[src/rtl/bmp_pkg.sv]
// Shared definitions for the BMP frame writer.
//   HDR_BYTES/INFO_SIZE/BPP/PPM : fixed BMP header constants
//   state_t                     : frame FSM state encoding
//   hdr_byte()                  : returns header byte idx (0..53) of a 24-bpp file
package bmp_pkg;

   localparam int HDR_BYTES = 54;
   localparam int INFO_SIZE = 40;
   localparam int BPP       = 24;
   localparam int PPM       = 2835;

   typedef enum logic [2:0] {
      S_IDLE,
      S_HDR,
      S_PIX,
      S_EMIT,
      S_PAD,
      S_FLUSH,
      S_DONE
   } state_t;

   // After the two-byte signature every header field is a 32-bit little-endian
   // word starting at offset 2+4n. planes (16b) and bpp (16b) are treated as
   // one combined word, which keeps the lookup a simple field index/byte lane.
   function automatic logic [7:0] hdr_byte(
      input logic [5:0]  idx,
      input logic [31:0] fsize,
      input logic [31:0] width,
      input logic [31:0] height,
      input logic [31:0] img
   );
      logic [5:0]  rel;
      logic [31:0] field;
      logic [7:0]  result;
      rel = idx - 6'd2;
      case (rel[5:2])
         4'd0:        field = fsize;
         4'd2:        field = 32'(HDR_BYTES);
         4'd3:        field = 32'(INFO_SIZE);
         4'd4:        field = width;
         4'd5:        field = height;
         4'd6:        field = {16'(BPP), 16'd1};
         4'd8:        field = img;
         4'd9, 4'd10: field = 32'(PPM);
         default:     field = '0;
      endcase
      result = 8'(field >> {rel[1:0], 3'b000});
      if (idx == 6'd0) result = 8'h42;
      if (idx == 6'd1) result = 8'h4D;
      return result;
   endfunction

endpackage

[src/rtl/bmp_frame_writer_packer.sv]
// bmp_byte_packer: packs a byte stream into little-endian 32-bit SRAM writes.
//   clk, rst      : clock, synchronous active-high reset
//   byte_data     : file byte to place in the current lane
//   byte_valid    : byte_data is consumed this cycle
//   flush         : write any partial word, then restart at word address 0
//   addr/wdata    : registered SRAM word address / data
//   wren          : registered byte enables, zero whenever cs is low
//   cs            : one-cycle write strobe
import bmp_pkg::*;

module bmp_byte_packer #(
   parameter int AW = 19
) (
   input  logic          clk,
   input  logic          rst,
   input  logic [7:0]    byte_data,
   input  logic          byte_valid,
   input  logic          flush,
   output logic [AW-1:0] addr,
   output logic [31:0]   wdata,
   output logic [3:0]    wren,
   output logic          cs
);

   logic [1:0]    lane;
   logic [23:0]   buf_q;
   logic [AW-1:0] word_cnt;
   logic [3:0]    part_mask;

   always_comb begin
      part_mask = 4'h0;
      case (lane)
         2'd1:    part_mask = 4'b0001;
         2'd2:    part_mask = 4'b0011;
         2'd3:    part_mask = 4'b0111;
         default: part_mask = 4'b0000;
      endcase
   end

   always_ff @(posedge clk) begin
      if (rst) begin
         lane     <= 2'd0;
         buf_q    <= '0;
         word_cnt <= '0;
         addr     <= '0;
         wdata    <= '0;
         wren     <= 4'h0;
         cs       <= 1'b0;
      end else begin
         cs   <= 1'b0;
         wren <= 4'h0;
         if (flush) begin
            // buf_q is cleared after every full word, so unwritten lanes are already 0
            if (lane != 2'd0) begin
               cs    <= 1'b1;
               wren  <= part_mask;
               wdata <= {8'h00, buf_q};
               addr  <= word_cnt;
            end
            lane     <= 2'd0;
            buf_q    <= '0;
            word_cnt <= '0;
         end else if (byte_valid) begin
            case (lane)
               2'd0: buf_q[7:0]   <= byte_data;
               2'd1: buf_q[15:8]  <= byte_data;
               2'd2: buf_q[23:16] <= byte_data;
               default: begin
                  cs       <= 1'b1;
                  wren     <= 4'hF;
                  wdata    <= {byte_data, buf_q};
                  addr     <= word_cnt;
                  word_cnt <= word_cnt + 1'b1;
                  buf_q    <= '0;
               end
            endcase
            lane <= lane + 2'd1;
         end
      end
   end

endmodule

[src/rtl/bmp_frame_writer.sv]
// bmp_frame_writer: streams 24-bit pixels into a complete bottom-up 24-bpp BMP
// file image in word-addressed SRAM (header, B/G/R bytes, row padding).
//   CLK, RST            : clock, synchronous active-high reset
//   START               : begin a frame (ignored while BUSY)
//   WIDTH, HEIGHT       : image size, latched on an accepted START
//   PIX_VALID/PIX_DATA  : pixel stream {R,G,B}; PIX_READY accepts it
//   ADDR/WDATA/WREN/CS  : SRAM write port
//   BUSY, DONE          : frame in progress / one-cycle completion pulse
//
// state   | meaning
// S_IDLE  | waiting for START
// S_HDR   | emitting the 54 header bytes
// S_PIX   | waiting for a pixel; emits B on handshake
// S_EMIT  | emitting G then R of the captured pixel
// S_PAD   | emitting zero padding at end of row
// S_FLUSH | writing the trailing partial word
// S_DONE  | completion pulse
import bmp_pkg::*;

module bmp_frame_writer #(
   parameter int AW = 19,
   parameter int DW = 12
) (
   input  logic          CLK,
   input  logic          RST,
   input  logic          START,
   input  logic [DW-1:0] WIDTH,
   input  logic [DW-1:0] HEIGHT,
   input  logic          PIX_VALID,
   input  logic [23:0]   PIX_DATA,
   output logic          PIX_READY,
   output logic [AW-1:0] ADDR,
   output logic [31:0]   WDATA,
   output logic [3:0]    WREN,
   output logic          CS,
   output logic          BUSY,
   output logic          DONE
);

   localparam logic [DW-1:0] ONE = 1;

   state_t        state_q, state_d;
   logic [5:0]    hdr_cnt_q;
   logic [DW-1:0] col_q, row_q;
   logic          emit_q;
   logic [1:0]    pad_cnt_q;
   logic [DW-1:0] width_q, height_q;
   logic [1:0]    pad_q;
   logic [31:0]   fsize_q, img_q;
   logic [7:0]    pix_g_q, pix_r_q;

   logic [31:0]   w3, stride, img_calc, fsize_calc;
   logic [1:0]    pad_calc;

   logic [7:0]    byte_data;
   logic          byte_valid, flush;
   logic          col_last, row_last, row_end;

   // stride is 3*W rounded up to a multiple of 4, so pad = (-3W) mod 4
   always_comb begin
      w3         = 32'(WIDTH) * 32'd3;
      stride     = (w3 + 32'd3) & ~32'd3;
      img_calc   = stride * 32'(HEIGHT);
      fsize_calc = img_calc + 32'(HDR_BYTES);
      pad_calc   = 2'd0 - w3[1:0];
   end

   always_comb begin
      state_d    = state_q;
      byte_data  = 8'h00;
      byte_valid = 1'b0;
      flush      = 1'b0;
      row_end    = 1'b0;
      col_last   = (col_q == width_q - ONE);
      row_last   = (row_q == height_q - ONE);
      case (state_q)
         S_IDLE: begin
            if (START) state_d = S_HDR;
         end
         S_HDR: begin
            byte_data  = hdr_byte(hdr_cnt_q, fsize_q, 32'(width_q), 32'(height_q), img_q);
            byte_valid = 1'b1;
            if (hdr_cnt_q == 6'(HDR_BYTES - 1))
               state_d = (width_q == '0 || height_q == '0) ? S_FLUSH : S_PIX;
         end
         S_PIX: begin
            byte_data  = PIX_DATA[7:0];
            byte_valid = PIX_VALID;
            if (PIX_VALID) state_d = S_EMIT;
         end
         S_EMIT: begin
            byte_data  = emit_q ? pix_r_q : pix_g_q;
            byte_valid = 1'b1;
            if (emit_q) begin
               if (!col_last) begin
                  state_d = S_PIX;
               end else if (pad_q != 2'd0) begin
                  state_d = S_PAD;
               end else begin
                  row_end = 1'b1;
                  state_d = row_last ? S_FLUSH : S_PIX;
               end
            end
         end
         S_PAD: begin
            byte_valid = 1'b1;
            if (pad_cnt_q == pad_q - 2'd1) begin
               row_end = 1'b1;
               state_d = row_last ? S_FLUSH : S_PIX;
            end
         end
         S_FLUSH: begin
            flush   = 1'b1;
            state_d = S_DONE;
         end
         S_DONE:  state_d = S_IDLE;
         default: state_d = S_IDLE;
      endcase
   end

   always_ff @(posedge CLK) begin
      if (RST) begin
         state_q   <= S_IDLE;
         hdr_cnt_q <= '0;
         col_q     <= '0;
         row_q     <= '0;
         emit_q    <= 1'b0;
         pad_cnt_q <= '0;
         width_q   <= '0;
         height_q  <= '0;
         pad_q     <= '0;
         fsize_q   <= '0;
         img_q     <= '0;
         pix_g_q   <= '0;
         pix_r_q   <= '0;
      end else begin
         state_q <= state_d;
         case (state_q)
            S_IDLE: begin
               if (START) begin
                  width_q   <= WIDTH;
                  height_q  <= HEIGHT;
                  pad_q     <= pad_calc;
                  img_q     <= img_calc;
                  fsize_q   <= fsize_calc;
                  hdr_cnt_q <= '0;
               end
            end
            S_HDR: begin
               hdr_cnt_q <= hdr_cnt_q + 6'd1;
               col_q     <= '0;
               row_q     <= '0;
            end
            S_PIX: begin
               if (PIX_VALID) begin
                  pix_g_q <= PIX_DATA[15:8];
                  pix_r_q <= PIX_DATA[23:16];
                  emit_q  <= 1'b0;
               end
            end
            S_EMIT: begin
               emit_q    <= ~emit_q;
               pad_cnt_q <= '0;
               if (emit_q) col_q <= col_last ? '0 : col_q + ONE;
            end
            S_PAD: begin
               pad_cnt_q <= pad_cnt_q + 2'd1;
            end
            default: ;
         endcase
         if (row_end) row_q <= row_q + ONE;
      end
   end

   bmp_byte_packer #(.AW(AW)) u_packer (
      .clk        (CLK),
      .rst        (RST),
      .byte_data  (byte_data),
      .byte_valid (byte_valid),
      .flush      (flush),
      .addr       (ADDR),
      .wdata      (WDATA),
      .wren       (WREN),
      .cs         (CS)
   );

   assign PIX_READY = (state_q == S_PIX);
   assign BUSY      = (state_q != S_IDLE) && (state_q != S_DONE);
   assign DONE      = (state_q == S_DONE);

endmodule

[config.mk]
export PLATFORM = sky130hd
export DESIGN_NAME = bmp_frame_writer
export DESIGN_NICKNAME = d
export VERILOG_FILES = /design/src/rtl/bmp_pkg.sv /design/src/rtl/bmp_frame_writer_packer.sv /design/src/rtl/bmp_frame_writer.sv
export SDC_FILE = /design/constraint.sdc
export NUM_CORES = 1
export LEC_CHECK = 0
export BUFFER_PORTS_ARGS = -buffer_cell sky130_fd_sc_hd__buf_2
export CAP_MARGIN = 20
export CORE_MARGIN = 2
export CORE_UTILIZATION = 30
export CTS_BUF_LIST = sky130_fd_sc_hd__clkbuf_8 sky130_fd_sc_hd__clkbuf_16
export CTS_CLUSTER_SIZE = 16
export DETAILED_ROUTE_END_ITERATION = 12
export PLACE_DENSITY = 0.49
export SETUP_SLACK_MARGIN = 0.02
export SLEW_MARGIN = 20
export SYNTH_ARGS = -nofsm -noshare
export SYNTH_HDL_FRONTEND = slang
export SYNTH_SLANG_ARGS = --single-unit
[constraint.sdc]
create_clock -name CLK -period 8.45 [get_ports CLK]
set_clock_uncertainty 0.1 [all_clocks]
set_input_delay 0.4225 -clock CLK [delete_from_list [all_inputs] [get_ports CLK]]
set_output_delay 0.4225 -clock CLK [all_outputs]
set_load 0.03 [all_outputs]
==> results of run 1 <==
-- worst min path at each step --
stage	to	start	slack, ns	depth (start not counted)
6_report	pix_r_q[0]	PIX_DATA[16]	0.02	3
3_3_place_gp	u_packer.addr[7]	u_packer.addr[7]	0.34	2
2_1_floorplan	u_packer.buf_q[0]	u_packer.buf_q[0]	0.32	2
3_5_place_dp	u_packer.addr[11]	u_packer.addr[11]	0.34	2
5_1_grt	pix_r_q[0]	PIX_DATA[16]	0.03	3
4_1_cts	pix_r_q[0]	PIX_DATA[16]	0.002	3
-- timing repair --
action	in CTS	in global routing
resized for setup	0	3
hold buffers	15	0
endpoints found under the hold margin	15	0
endpoints found under the setup margin	0	2
-- Yosys cell counts (all sizes together) (5+ instances only) --
master and number:
and3 25, a211o 5, a211oi 37, a31oi 10, xnor2 63, o211ai 10, and2 87, nor4 10
a22o 12, dfxtp 230, nor3 38, a22oi 8, o21a 6, ha 96, a21oi 200, buf 15
nor2b 16, clkbuf 106, nand2b 10, nand2 390, or4 11, inv 158, a221oi 13, nor3b 8
or2 7, a311oi 10, o2111ai 5, o21ai 88, fa 111, xor2 56, or3 16, mux2i 16
o31ai 5, a21o 16, nand4 10, a2111oi 5, nand3 54, o31a 5, nor2 153
-- worst register-to-register path: stages, from the launching register on --
cell and delay (ns):
dfxtp_1 0.77, inv_1 0.35, ha_1 0.51, and3_1 0.30, o21ai_0 0.55, o21ai_0 0.22
a221o_1 0.30, a21oi_1 0.26, a2111oi_0 0.13, a311oi_1 0.83, o21ai_0 0.22
-- cells by family after synthesis --
group	after synthesis	synth area share, %
AND/OR/NAND/NOR	853	23.1
AO/OA/AOI/OAI	478	17.4
buffers and inverters	281	6.17
flip-flops	230	26.5
adder cells (fa/ha/maj)	207	19.7
XOR/XNOR	119	5.99
multiplexers	20	1.24
-- sequential cells by signal (all words and copies together) (netlist names) --
register           cells
u_packer.wdata        32
fsize_q               27
img_q                 25
u_packer.buf_q        24
u_packer.addr         19
u_packer.word_cnt     19
col_q                 12
height_q              12
row_q                 12
width_q               12
pix_g_q                8
pix_r_q                8
hdr_cnt_q              6
u_packer.wren          4
state_q                3
pad_cnt_q              2
u_packer.lane          2
emit_q                 1
pad_q                  1
u_packer.cs            1
-- per-stage QoR --
stage | instance area [sq um] | hold slack [ns] | TNS [ns] | worst slack [ns]
after global routing | 20300 | 0.0304 | 0 | 0.0295
after CTS | 20200 | 0.00150 | 0 | 0.466
after floorplan | 17400 | 0.325 | 0 | 0.0750
final | 20300 | 0.0212 | 0 | 0.540
after global placement | 19200 | 0.339 | 0 | 0.0193
after detailed placement | 19200 | 0.343 | -0.119 | -0.0907
-- final cells by class --
class	count	area, sq um	area share [%]
Clock buffer	32	756	3.73
Clock inverter	18	171	0.846
Inverter	160	601	2.96
Multi-Input combinational cell	1677	11800	58.1
Sequential cell	230	4600	22.7
Tap cell	765	957	4.73
Timing Repair Buffer	217	1410	6.94
-- per-layer routing --
| metal | global-route usage (%) | vias up |
|---|---|---|
| met2 | 29.6 | 264 |
| met4 | 4.21 | 0 |
| met1 | 21.0 | 7526 |
| met5 | 0 | - |
| li1 | - | 7667 |
| met3 | 1.44 | 69 |
==> results.ini, run 1 <==
[outcome]
status=finished, final reports clean

[timing]
period_needed_ns=7.91
hold_viol=0
slew_viol_final=0
setup_viol_count_final=0
worst_slew_pin_slew_ns=1.05
rsz0062_at_grt=false
max_freq_mhz=126
slew_headroom_pct=29.6
finalCritPeriodShare_pct=93.6

[critical_path]
startpoint_type=input port
cp-end-kind=flip-flop
cp.depth=34
slowest_delay_ns=0.55
worstPathMaxFanout=5
worstPathArrival_ns=8.29
cp-startpoint=WIDTH[1]
crit_family=adder cells
rr_startpoint=hdr_cnt_q[1]
critical_path_class=in -> reg
critPathRequiredTime_ns=8.83
crit_buf_inv=8
cp_slowest_cell=fa_1
worstSetupEndpoint=fsize_q[26]
timing.critical_path.mode_cell=fa_1
timing.rr.end=u_packer.buf_q[17]
ff2ff_path_depth=10
r2r_slack_ns=3.74

[floorplan]
core_area_sq_um=57500
die_h_um=245
row_count=88
io_pins=111
die_x_um=245
die_area_sq_um=59900
start_util_pct=30.3

[logic_synthesis]
syn-num-nets=2447
yosysTopAreaCellShare_pct=26.5
synth_ff_type=dfxtp_1
ys_top_cells_by_area=dfxtp_1 26%, fa_1 13%, nand2_1 8.4%
synth_top_area_cell=dfxtp_1
syn_inst=2188
ys_seq_area_share_pct=26.5
syn_area_sq_um=17400
ys_seq_elements=230
ys_warn_count=0
synth_edf_count=0
synth_cell_types=86
synthArstFlopShare_pct=0
avgSynthCellArea_sq_um=7.95

[finish]
post-route-util_pct=35.2
drive_above_1_share_pct=12.3
mostFrequentLayoutCell=nand2_1
layout_common_cells=390 x nand2_1, 230 x dfxtp_1, 200 x a21oi_1
syn_to_final_growth_pct=16.4
diodes=0
fill_cells=6121
final_nets=2573
layout.cells.non_filler=3099

[drt]
vias=15526
wl_met3_um=1520
routed.top_layer=met4
met2WireLength_um=24700
met1_length_um=22200
wl_per_cell_um=15.9
ant_nets=0
first_pass_iters=5
via_per_inst=5.01
drc=0
drtIter0Drc=925
routed_wl_um=49400

[cts]
root_buffer=clkbuf_16
clk_latency_ns=0.57
clk_path_buf_depth=3
cts_tree=done
clock-sinks=230
htreeDepth=1
cts_made_buffers=28
cts_setup_buffers=0
clk_pin_slew_ns=0.06

[place]
post-dp-hpwl_um=37900
place_inst=3034
io_buffers=110
gp_congestion=0.839

[global_routing]
grt_pass1_vias=15409
grt_usage_pct=16.4
grt_max_degree=82
grt_pass1_wl_um=81100
grt-ovfl-total=0
antenna_found_initial=0

[job]
drv_cap=0

[hold_path]
hold_class=in -> reg

Power of run 1 is left out: the tool's default activity adds up to more than one toggle a clock period on the data nets, which glitch-free logic cannot reach.
==> run 2, diff against run 1 <==
--- a/config.mk
+++ b/config.mk
@@ -7,14 +7,17 @@
 export LEC_CHECK = 0
 export BUFFER_PORTS_ARGS = -buffer_cell sky130_fd_sc_hd__buf_2
 export CAP_MARGIN = 20
+export CELL_PAD_IN_SITES_DETAIL_PLACEMENT = 0
+export CELL_PAD_IN_SITES_GLOBAL_PLACEMENT = 2
 export CORE_MARGIN = 2
 export CORE_UTILIZATION = 30
 export CTS_BUF_LIST = sky130_fd_sc_hd__clkbuf_8 sky130_fd_sc_hd__clkbuf_16
 export CTS_CLUSTER_SIZE = 16
 export DETAILED_ROUTE_END_ITERATION = 12
-export PLACE_DENSITY = 0.49
+export PLACE_DENSITY = 0.72
 export SETUP_SLACK_MARGIN = 0.02
 export SLEW_MARGIN = 20
 export SYNTH_ARGS = -nofsm -noshare
 export SYNTH_HDL_FRONTEND = slang
+export SYNTH_HIERARCHICAL = 1
 export SYNTH_SLANG_ARGS = --single-unit
==> results.ini, run 2 <==
[outcome]
status=finished, final reports clean

[place]
dpl_cell_area_sq_um=18700
io_buffers=110
gp_congestion=0.842
place_inst=2927
post-dp-hpwl_um=37700

[logic_synthesis]
synth.most_common_cell=nand2_1
syn-num-nets=2386
yosysTopAreaCellShare_pct=26.4
ys_warn_count=6
ys_top_cells_by_area=dfxtp_1 26%, fa_1 13%, nand2_1 7.1%
ys_seq_elements=229
ys_seq_area_share_pct=26.4
synth_edf_count=0
syn_area_sq_um=17300
syn_inst=2128
synthTopCellsByCount=330 x nand2_1, 229 x dfxtp_1, 171 x nor2_1
synth_ff_type=dfxtp_1
synth_top_area_cell=dfxtp_1
synth_cell_types=96
avgSynthCellArea_sq_um=8.15
synthArstFlopShare_pct=0

[critical_path]
cp-end-kind=flip-flop
cp_slowest_cell=xor2_1
critPathRequiredTime_ns=8.75
worstPathMaxFanout=7
critical_path_class=in -> reg
crit_buf_inv=4
startpoint_type=input port
timing.critical_path.mode_cell=fa_1
crit_family=adder cells
slowest_delay_ns=0.55
worstPathArrival_ns=8.19

[global_routing]
grt_pass1_wl_um=82900
antenna_found_initial=3
grt_usage_pct=17.1
grt-ovfl-total=0
grt_max_degree=98
grt_pass1_vias=15078

[floorplan]
die_x_um=244
start_util_pct=30.2
die_h_um=244
row_count=88
io_pins=111
die_area_sq_um=59700
core_area_sq_um=57400

[finish]
layout.cells.non_filler=2980
layout_common_cells=330 x nand2_1, 229 x dfxtp_1, 171 x nor2_1
syn_to_final_growth_pct=13.3
drive_above_1_share_pct=11.2
largest_reg_flops=32
final_area_sq_um=19700
top_register=u_packer/wdata
mostFrequentLayoutCell=nand2_1
top_regs=u_packer/wdata (32), fsize_q (27), img_q (25)
final_nets=2457

[drt]
wl_per_cell_um=16.9
ant_nets=0
drc=0
routed_wl_um=50400
first_pass_iters=5
drtIter0Drc=872
vias=14868
via_per_inst=4.99

[cts]
clk_path_buf_depth=3
cts_resized=0
clock-sinks=229
cts_made_buffers=27
root_buffer=clkbuf_16
cts_tree=done
htreeDepth=1
cts_setup_buffers=0
clk_pin_slew_ns=0.06
clk_latency_ns=0.56

[timing]
setup_viol_count_final=0
slew_viol_final=0
finalCritPeriodShare_pct=93.3
hold_viol=0
timing.hold.ws_ns=0.0234
fin_tns_setup_ns=0
max_freq_mhz=127
worst_slew_pin_slew_ns=1.01
slew_headroom_pct=31.8
period_needed_ns=7.88
rsz0062_at_grt=false

[job]
drv_cap=0

[hold_path]
hold_class=in -> reg

==> run 2: cell count changes after synthesis, moves of 14 or more <==
cell,before,now
nand3_1,54,68
o21ai_0,84,57
a21oi_1,200,158
nor2_1,151,171
mux2i_1,16,58
nand2_1,390,330
==> run 2: worst paths after layout <==
path	startpoint	endpoint	slack [ns]	depth (start not counted)
hold / removal	PIX_DATA[23]	pix_r_q[7]	0.02	3
setup / recovery	WIDTH[1]	fsize_q[24]	0.57	27
setup reg to reg	hdr_cnt_q[1]	u_packer/buf_q[14]	3.69	12
hold reg to reg	fsize_q[4]	fsize_q[4]	0.35	2
==> run 2: timing repair <==
item | CTS | global route
hold endpoints to repair | 8 | 0
hold buffers | 8 | 0
endpoints found under the setup margin | 0 | 0
==> run 2: metal layers <==
| metal | global-route usage [%] | share of wire [%] | vias up |
|---|---|---|---|
| met5 | 0 | 0 | - |
| met4 | 4.73 | 2.4 | 0 |
| met3 | 1.69 | 3.0 | 65 |
| met2 | 28.6 | 47 | 207 |
| met1 | 23.4 | 48 | 7234 |
| li1 | - | - | 7362 |
==> run 2: worst reg2reg max path, delay by kind of cell (launching register included) <==
family | cells | cell delay [ns]
AO/OA/AOI/OAI | 7 | 2.26
flip-flops | 1 | 0.79
adder cells (fa/ha/maj) | 1 | 0.44
AND/OR/NAND/NOR | 3 | 0.73
buffers and inverters | 1 | 0.37
==> run 2: layout make-up <==
type | instances | area [sq um]
timing repair buffer | 177 | 1090
antenna | 2 | 5.00
multi-input combinational | 1613 | 11600
sequential | 229 | 4580
fill | 6066 | 37700
inverter | 151 | 567
tap | 765 | 957
clock inverter | 12 | 124
clock buffer | 31 | 731
==> run 2: cells by family (layout without fill, tap and decap cells) <==
family | after synthesis | count (layout) | synth area share [%]
flops | 229 | 229 | 26.4
buf+inv | 286 | 371 | 6.79
xor+xnor | 110 | 110 | 5.64
mux | 59 | 59 | 3.41
compound gates | 392 | 392 | 14.8
other cells | 0 | 2 | 0
simple gates | 846 | 846 | 23.3
fa+ha+maj | 206 | 206 | 19.7
==> run 2: metrics by stage <==
stage | worst slack [ns] | util, %
6_report | 0.566 | 34.3
3_5_place_dp | -0.0178 | 32.6
4_1_cts | 0.577 | 34.2
5_1_grt | 0.0289 | 34.3
2_1_floorplan | 0.587 | -
3_3_place_gp | 0.135 | 32.6
Power of run 2 is left out for the same reason.
==> run 3, diff against run 2 <==
--- a/config.mk
+++ b/config.mk
@@ -11,9 +11,10 @@
 export CELL_PAD_IN_SITES_GLOBAL_PLACEMENT = 2
 export CORE_MARGIN = 2
 export CORE_UTILIZATION = 30
-export CTS_BUF_LIST = sky130_fd_sc_hd__clkbuf_8 sky130_fd_sc_hd__clkbuf_16
+export CTS_BUF_LIST = sky130_fd_sc_hd__clkbuf_4
 export CTS_CLUSTER_SIZE = 16
 export DETAILED_ROUTE_END_ITERATION = 12
+export MAX_ROUTING_LAYER = met4
 export PLACE_DENSITY = 0.72
 export SETUP_SLACK_MARGIN = 0.02
 export SLEW_MARGIN = 20
==> results.ini, run 3 (synthesis gave the netlist of run 2 again) <==
[critical_path]
crit_family=adder cells
crit_buf_inv=6
worstPathArrival_ns=8.59
critPathRequiredTime_ns=8.92
slowest_delay_ns=0.55
r2r_slack_ns=3.63
ff2ff_path_depth=12
worstPathMaxFanout=7
timing.critical_path.mode_cell=fa_1
critical_path_class=in -> reg
cp_slowest_cell=fa_1
rr_startpoint=hdr_cnt_q[1]
timing.rr.end=u_packer/buf_q[6]
startpoint_type=input port
cp-end-kind=flip-flop

[finish]
final_nets=2550
layout_common_cells=330 x nand2_1, 229 x dfxtp_1, 170 x nor2_1
syn_to_final_growth_pct=17.0
top_register=u_packer/wdata
drive_above_1_share_pct=13.8
top_regs=u_packer/wdata (32), fsize_q (27), img_q (25)
largest_reg_flops=32
mostFrequentLayoutCell=nand2_1
fill_cells=6052

[timing]
hold_viol=0
slew_viol_final=0
finalCritPeriodShare_pct=96.1
setup_ws_ns=0.331
worst_slew_pin_slew_ns=1.03
slew_headroom_pct=31.1
setup_viol_count_final=0
fin_tns_setup_ns=0
period_needed_ns=8.12
max_freq_mhz=123
rsz0062_at_grt=false

[cts]
htreeDepth=3
clock-sinks=229
cts_tree=done
clk_pin_slew_ns=0.06
root_buffer=clkbuf_4
clk_path_buf_depth=3
cts_made_buffers=67
clk_latency_ns=0.76

[drt]
drtIter0Drc=874
via_per_inst=4.98
ant_nets=0
routed_wl_um=51300
first_pass_iters=5
drc=0
vias=15483
wl_per_cell_um=16.5

[job]
drv_cap=0

[outcome]
status=finished, final reports clean

[floorplan]
die_area_sq_um=59700
core_area_sq_um=57400
row_count=88
start_util_pct=30.2
io_pins=111
die_x_um=244
die_h_um=244

[global_routing]
grt_pass1_wl_um=84500
grt_max_degree=98
grt-ovfl-total=0
grt_pass1_vias=15736
grt_usage_pct=18.1
antenna_found_initial=4

[hold_path]
worstHoldEndpoint=state_q[0]
hold_class=in -> reg
hold_depth=5
min_from=START

[place]
io_buffers=110
gp_congestion=0.855
place_ws_ns=-0.0178
post-dp-hpwl_um=37700

==> run 3: cell count changes in the layout (fill, tap and decap cells not counted), sizes merged <==
cell / change
buf: +3
clkinv: +14
diode: +2
dlygate4sd3: +50
inv: -5
clkbuf: +61
bufinv: +1
==> run 3: repair_timing <==
action / in CTS / in global routing
resized for setup: 0 / 16
endpoints found under the hold margin: 55 / 0
setup endpoints to repair: 0 / 9
hold buffers: 58 / 0
buffers inserted: 0 / 3
==> run 3: how the worst max path moves through the flow <==
| stage | cells after the start | start | slack, ns | to |
|---|---|---|---|---|
| finish | 29 | WIDTH[1] | 0.33 | fsize_q[25] |
| global route | 31 | WIDTH[1] | 0.004 | fsize_q[24] |
| CTS | 28 | WIDTH[1] | 0.28 | fsize_q[24] |
| detailed placement | 27 | WIDTH[1] | -0.02 | fsize_q[26] |
| global placement | 29 | WIDTH[1] | 0.13 | fsize_q[25] |
| floorplan | 31 | WIDTH[0] | 0.59 | fsize_q[26] |
==> run 3: metal layers <==
metal	track usage, %	vias to the layer above	share of wire (%)
met5	-	-	0
met2	28.9	266	47
met4	6.64	0	2.8
met3	2.62	86	3.4
li1	-	7598	-
met1	23.2	7533	47
==> run 3: worst reg2reg max path, stage by stage, from the launching register on <==
cell      delay [ns]
dfxtp_1         0.80
inv_1           0.38
ha_1            0.44
or2_2           0.34
o21bai_1        0.17
a21oi_1         0.80
a22oi_1         0.24
nand3_1         0.24
a21oi_1         0.09
o311a_1         0.36
o22ai_1         0.46
nand3_1         0.14
a21oi_1         0.17
==> run 3: through the flow <==
stage | cell area, sq um | instances | util (%) | hold WS, ns
final | 20300 | 3106 | 35.4 | 0.152
after global routing | 20300 | 3106 | 35.4 | 0.181
after CTS | 20200 | 3099 | 35.1 | 0.0595
after detailed placement | 18700 | 2927 | 32.6 | 0.345
after global placement | 18700 | 2927 | 32.6 | 0.342
after floorplan | 17300 | 2128 | - | 0.332
==> run 3: layout make-up <==
class / count / area, sq um / share of cell area (%)
multi-input combinational: 1613 / 11700 / 57.6
timing repair buffer: 230 / 1610 / 7.94
sequential: 229 / 4580 / 22.6
antenna: 4 / 10.0 / 0.0493
clock buffer: 92 / 691 / 3.40
tap: 765 / 957 / 4.72
inverter: 151 / 567 / 2.79
clock inverter: 22 / 174 / 0.857
Power of run 3 is left out for the same reason.
